<file path="config.mk">
export PLATFORM = sky130hd
export DESIGN_NAME = uart_msg_tx
export DESIGN_NICKNAME = d
export VERILOG_FILES = /design/src/rtl/uart_msg_tx.sv
export SDC_FILE = /design/constraint.sdc
export NUM_CORES = 1
export LEC_CHECK = 0
export BUFFER_PORTS_ARGS = -buffer_cell sky130_fd_sc_hd__buf_2
export CORE_UTILIZATION = 51
export CTS_CLUSTER_SIZE = 20
export DETAILED_ROUTE_END_ITERATION = 8
export GPL_TIMING_DRIVEN = 0
export PLACE_DENSITY = 0.76
export SLEW_MARGIN = 20
export SYNTH_ARGS = -nofsm -noshare
export SYNTH_HDL_FRONTEND = slang
export SYNTH_SLANG_ARGS = --single-unit
</file>
<file path="constraint.sdc">
create_clock -name clk_i -period 2.06 [get_ports clk_i]
set_input_delay 0.412 -clock clk_i [delete_from_list [all_inputs] [get_ports clk_i]]
set_output_delay 0.412 -clock clk_i [all_outputs]
set_load 0.05 [all_outputs]
</file>
<file path="src/rtl/uart_msg_tx.sv">
// UART message transmitter: latches an MSG_LEN-character message and sends it as 8N1/8E1
// frames at one of two baud rates, optionally looping. Define UART_MSG_TX_PARITY_EN for even parity.
module uart_msg_tx #(
   parameter int CLK_HZ    = 48000000,
   parameter int BAUD_SLOW = 9600,
   parameter int BAUD_FAST = 38400,
   parameter int MSG_LEN   = 10,
   parameter int STOP_BITS = 1
) (
   input  logic                 clk_i,
   input  logic                 rst_n_i,
   input  logic [MSG_LEN*8-1:0] msg_i,
   input  logic                 baud_sel_i,
   input  logic                 start_i,
   input  logic                 repeat_i,
   output logic                 tx_o,
   output logic                 busy_o,
   output logic                 done_o,
   output logic [7:0]           char_idx_o,
   output logic [2:0]           dbg_state_o
);

   localparam int DIV_SLOW = CLK_HZ / BAUD_SLOW;
   localparam int DIV_FAST = CLK_HZ / BAUD_FAST;
   localparam int DIV_MAX  = (DIV_SLOW > DIV_FAST) ? DIV_SLOW : DIV_FAST;
   localparam int DIV_W    = (DIV_MAX > 1) ? $clog2(DIV_MAX) : 1;
   localparam logic [DIV_W-1:0] DIV_SLOW_END = DIV_W'(DIV_SLOW - 1);
   localparam logic [DIV_W-1:0] DIV_FAST_END = DIV_W'(DIV_FAST - 1);
   localparam logic [7:0]       LAST_IDX     = 8'(MSG_LEN - 1);

   typedef enum logic [2:0] {
      S_IDLE   = 3'd0,
      S_START  = 3'd1,
      S_DATA   = 3'd2,
`ifdef UART_MSG_TX_PARITY_EN
      S_PARITY = 3'd3,
`endif
      S_STOP   = 3'd4
   } state_t;

   state_t               state_q;
   logic [DIV_W-1:0]     div_q;
   logic [2:0]           bit_q;
   logic                 stop_q;
   logic                 start_prev_q;
   logic [MSG_LEN*8-1:0] msg_q;
   logic                 baud_sel_q;
   logic                 tx_q;
   logic                 busy_q;
   logic                 done_q;
   logic [7:0]           char_idx_q;

   logic [7:0]           cur_char;
   logic [DIV_W-1:0]     div_end;
   logic                 bit_tick;
   logic                 last_stop;

   always_comb begin
      cur_char = '0;
      for (int k = 0; k < MSG_LEN; k++) begin
         if (char_idx_q == 8'(k)) cur_char = msg_q[8*k +: 8];
      end
   end

   assign div_end   = baud_sel_q ? DIV_FAST_END : DIV_SLOW_END;
   assign bit_tick  = (div_q == div_end);
   assign last_stop = (STOP_BITS == 1) || stop_q;

   // NEXT has no cycle of its own: the decision is taken on the last stop-bit tick.
   always_ff @(posedge clk_i) begin
      if (!rst_n_i) begin
         state_q      <= S_IDLE;
         div_q        <= '0;
         bit_q        <= '0;
         stop_q       <= 1'b0;
         start_prev_q <= 1'b0;
         msg_q        <= '0;
         baud_sel_q   <= 1'b0;
         tx_q         <= 1'b1;
         busy_q       <= 1'b0;
         done_q       <= 1'b0;
         char_idx_q   <= '0;
      end else begin
         start_prev_q <= start_i;
         done_q       <= 1'b0;
         if (state_q == S_IDLE) begin
            // An edge landing in the DONE cycle is dropped on purpose.
            if (start_i && !start_prev_q && !done_q) begin
               msg_q      <= msg_i;
               baud_sel_q <= baud_sel_i;
               state_q    <= S_START;
               busy_q     <= 1'b1;
               tx_q       <= 1'b0;
               div_q      <= '0;
               char_idx_q <= '0;
            end
         end else if (!bit_tick) begin
            div_q <= div_q + 1'b1;
         end else begin
            div_q <= '0;
            case (state_q)
               S_START: begin
                  state_q <= S_DATA;
                  bit_q   <= '0;
                  tx_q    <= cur_char[0];
               end
               S_DATA: begin
                  if (bit_q == 3'd7) begin
`ifdef UART_MSG_TX_PARITY_EN
                     state_q <= S_PARITY;
                     tx_q    <= ^cur_char;
`else
                     state_q <= S_STOP;
                     stop_q  <= 1'b0;
                     tx_q    <= 1'b1;
`endif
                  end else begin
                     bit_q <= bit_q + 3'd1;
                     tx_q  <= cur_char[bit_q + 3'd1];
                  end
               end
`ifdef UART_MSG_TX_PARITY_EN
               S_PARITY: begin
                  state_q <= S_STOP;
                  stop_q  <= 1'b0;
                  tx_q    <= 1'b1;
               end
`endif
               S_STOP: begin
                  if (!last_stop) begin
                     stop_q <= 1'b1;
                  end else if (char_idx_q != LAST_IDX) begin
                     char_idx_q <= char_idx_q + 8'd1;
                     state_q    <= S_START;
                     tx_q       <= 1'b0;
                  end else if (repeat_i) begin
                     char_idx_q <= '0;
                     state_q    <= S_START;
                     tx_q       <= 1'b0;
                  end else begin
                     state_q <= S_IDLE;
                     busy_q  <= 1'b0;
                     done_q  <= 1'b1;
                     tx_q    <= 1'b1;
                  end
               end
               default: begin
                  state_q <= S_IDLE;
                  busy_q  <= 1'b0;
                  tx_q    <= 1'b1;
               end
            endcase
         end
      end
   end

   assign tx_o        = tx_q;
   assign busy_o      = busy_q;
   assign done_o      = done_q;
   assign char_idx_o  = char_idx_q;
   assign dbg_state_o = state_q;

endmodule
</file>
==> results.md <==
- Outcome: finished with violations
- Violated checks: negative setup slack
- Largest net degree at the start of global routing: 18
- Worst Clk Skew: about 8.1 ps
- CP max-delay cell: a2111oi_1
- Yosys warning count: 0
- Tmin final: between 2000 and 2500 ps
- Area growth syn-to-layout: 24.8%
- Global Route Usage Sum: 0.299
- Critical path cell sequence: inv_2 -> ha_4 -> buf_6 -> buf_6 -> a221oi_1 -> a2111oi_1 -> o211ai_1 -> o211ai_1 -> a31oi_1 -> o21ai_1
- Seq/Total Area, Yosys: 0.381
- Vias in the first global route: 5464
- Register area: 0.00227 mm^2
- Die Area: 0.0120 mm^2
- CP required: 2360 ps
- Unrepaired setup endpoints after global routing: true
- CP Class: reg2reg
- Nets: between 900 and 1000
- Max H-tree Level: 3
- Starting DRT DRC Count: 397
- Final Util: 0.666
- Routed Wire Length: about 18000 um
- Mean Syn Cell Area: just under 8 um^2
- Clock buffer depth: 2
- Final period utilization: 1.10
- GPL Wtd Cong: between 0.9 and 1
- Hold buffer count at cts: 0
- FMAX: 441 MHz
- Rel. slew slack: 0.548
- Initial Utilization: 0.534
- Leak: 2.85 nW
- Final worst slack: -206 ps
- I/O pins: 99
- Mapped cell area: 0.00589 mm^2
- Filler cell count: 945
- First-pass GRT wire length: 27100 um
- Seq cells post-synth: 112
- DIE WIDTH: around 110 um
- Final ANT Viol Nets: 0
- VDD IR-drop max: 0.000885 V
- M1 WL: 7860 um
- HPWL after DPL: about 13000 um
- Max cap viols: 0
- Hold path cells: 3
- CTS clk-pin slew, worst paths: 70 ps
- Power per cell area: around 660 mW/mm^2
- DR vias: 5920
- Met2 wire length: 8570 um
- DRC viols: 0
- RR Endpoint: tx_o$_SDFFE_PN1P_
- Layout cells sized above 1: 0.267
- Reg-to-reg startpoint: char_idx_o[1]$_SDFFE_PN0P_
- Async set-or-reset flop fraction in the synthesized netlist: 0
- Startpoint Class: register
- Worst-margin pin slew: 676 ps
- Post-Syn Instances: 751
- Final setup viols: 4
- Number of detailed-route iterations in the first pass: 6
- Clock sinks: ~110
- Max Slew Vio Count: 0
- Multi-input logic area: 0.00354 mm^2
- # rows: 38
- Number of diodes: 0
- Largest stage delay, worst path: 660 ps
- Root Driver: clkbuf_16
- IO Port Bufs: 97
- CTS tree: done
- Mapped Nets: 843
- Crit path max fanout: 10
- Reg2reg setup slack: -210 ps
- Routed vias/inst: roughly 5.8
- Post-synth EDFFs: 0
- Crit path capture type: register
- Die height: 109 um
- Post-synth cell types: 70
- Core Box Area: 0.0110 mm^2
- Worst Path Arrival: 2560 ps
- Hold path startpoint: msg_i[72]
- Total CTS buffers: 9
- Met3 wire len: 1120 um
- WHS Endpoint: msg_q[72]$_SDFFE_PN0P_
- Hold WC Path Type: in2reg
- Clk Latency, worst-skew pair: 360 ps
- FF-to-FF path depth: 10
- Top Metal Used: met4
- Grt ovf: 0
- Fin. Hold Viols: 0
- Synth Flop Type: dfxtp_1
- Drt wl/cell: approximately 18 um
- Power consumption: 4.87 mW
- Initial antenna violation count: 0
## cell usage in the layout (no fill, tap or decap), drive strengths merged, types with 3 or more instances in the layout
master,count
o31ai,3
a211oi,9
xnor2,4
dfxtp,112
buf,130
inv,20
clkbuf,48
and3,9
o211ai,3
nor2,39
a21oi,19
nand3b,13
and2,5
a221o,3
mux2i,3
or4,3
a31oi,5
nor2b,8
a21boi,95
nor3,18
or3,6
o21ai,30
and3b,3
a221oi,4
nand4,6
o311a,3
nand2b,7
nand2,191
nand3,15
nor4,9
a2111oi,4
ha,7
## area by class of cell
type / instances / area share
multi-input cells: 564 / 0.482
flip-flops and latches: 112 / 0.309
repair buffers: 116 / 0.0855
plain buffers: 51 / 0.0479
clock buffers: 11 / 0.0344
well taps: 140 / 0.0239
inverters: 20 / 0.0106
clock inverters: 5 / 0.00750
## Yosys cell counts, drive strengths merged, types with 6 or more instances
master  instances  share of area
nand4           6         0.0064
nand2         191           0.12
o21ai          30          0.026
nor2           39          0.025
buf            14          0.020
and3            9         0.0096
a21oi          19          0.016
nor2b           8         0.0085
dfxtp         112           0.38
nand3b         13          0.017
nand3          15          0.013
a211oi          9          0.011
inv            20          0.013
a21boi         95           0.12
ha              7          0.015
nor4            9          0.014
nand2b          7         0.0074
or3             6         0.0064
clkbuf         41          0.031
nor3           18          0.016
## critical path, delay by kind of cell (launching register included)
kind / cells / cell delay [ps]
fa+ha+maj: 1 / 190
compound gates: 6 / 1230
flops: 1 / 370
buf+inv: 3 / 420
## what timing repair did
| action | in CTS | in global routing |
|---|---|---|
| pin swaps | 11 | 14 |
| buffers inserted | 14 | 4 |
| resized for setup | 60 | 47 |
| endpoints found under the setup margin | 105 | 107 |
| cloned | 0 | 1 |
## cells by family (layout without fill, tap and decap cells)
family | count (synthesis) | count (layout) | share of synthesized area
XOR/XNOR | 6 | 6 | 0.00893
buffers and inverters | 75 | 203 | 0.0638
adder cells (fa/ha/maj) | 7 | 7 | 0.0149
AO/OA/AOI/OAI | 205 | 205 | 0.251
multiplexers | 4 | 4 | 0.00702
flip-flops | 112 | 112 | 0.381
AND/OR/NAND/NOR | 342 | 342 | 0.274
## where the power goes
part	leakage, nW	internal (mW)	switching (mW)
combinational	1.78	0.287	0.410
sequential	0.922	2.27	0.0814
clock	0.148	1.01	0.820
total	2.85	3.56	1.31
## worst max path at each step
stage / startpoint / slack (ps) / cells past startpoint / to
after floorplan: char_idx_o[7]$_SDFFE_PN0P_ / -120 / 9 / tx_o$_SDFFE_PN1P_
after global placement: dbg_state_o[1]$_SDFFE_PN0P_ / -600 / 7 / msg_q[79]$_SDFFE_PN0P_
after detailed placement: dbg_state_o[1]$_SDFFE_PN0P_ / -630 / 7 / msg_q[57]$_SDFFE_PN0P_
after CTS: char_idx_o[7]$_SDFFE_PN0P_ / -200 / 9 / tx_o$_SDFFE_PN1P_
after global routing: char_idx_o[7]$_SDFFE_PN0P_ / -280 / 8 / tx_o$_SDFFE_PN1P_
final: char_idx_o[1]$_SDFFE_PN0P_ / -210 / 10 / tx_o$_SDFFE_PN1P_
## stage by stage
stage	hold WS, ps	instances	TNS (ps)	cell area (um^2)	worst slack, ps
detailed placement	460	988	-48150	6590	-632
CTS	287	1015	-347	7190	-203
finish	291	1019	-304	7340	-206
floorplan	438	751	-120	5930	-120
global route	288	1019	-1040	7340	-279
global placement	454	988	-44400	6590	-596
## registers in the layout (all words and copies together), names as in the netlist, 3 cells and up
signal / count
dbg_state_o: 3
bit_q: 3
msg_q: 80
div_q: 13
char_idx_o: 8
## metal layers
layer	up-vias	GRT usage
met3	38	0.0611
met1	2785	0.380
li1	2865	-
met4	0	0.118
met5	-	0
met2	232	0.497
Note: power is estimated with default switching activity, not from simulation.
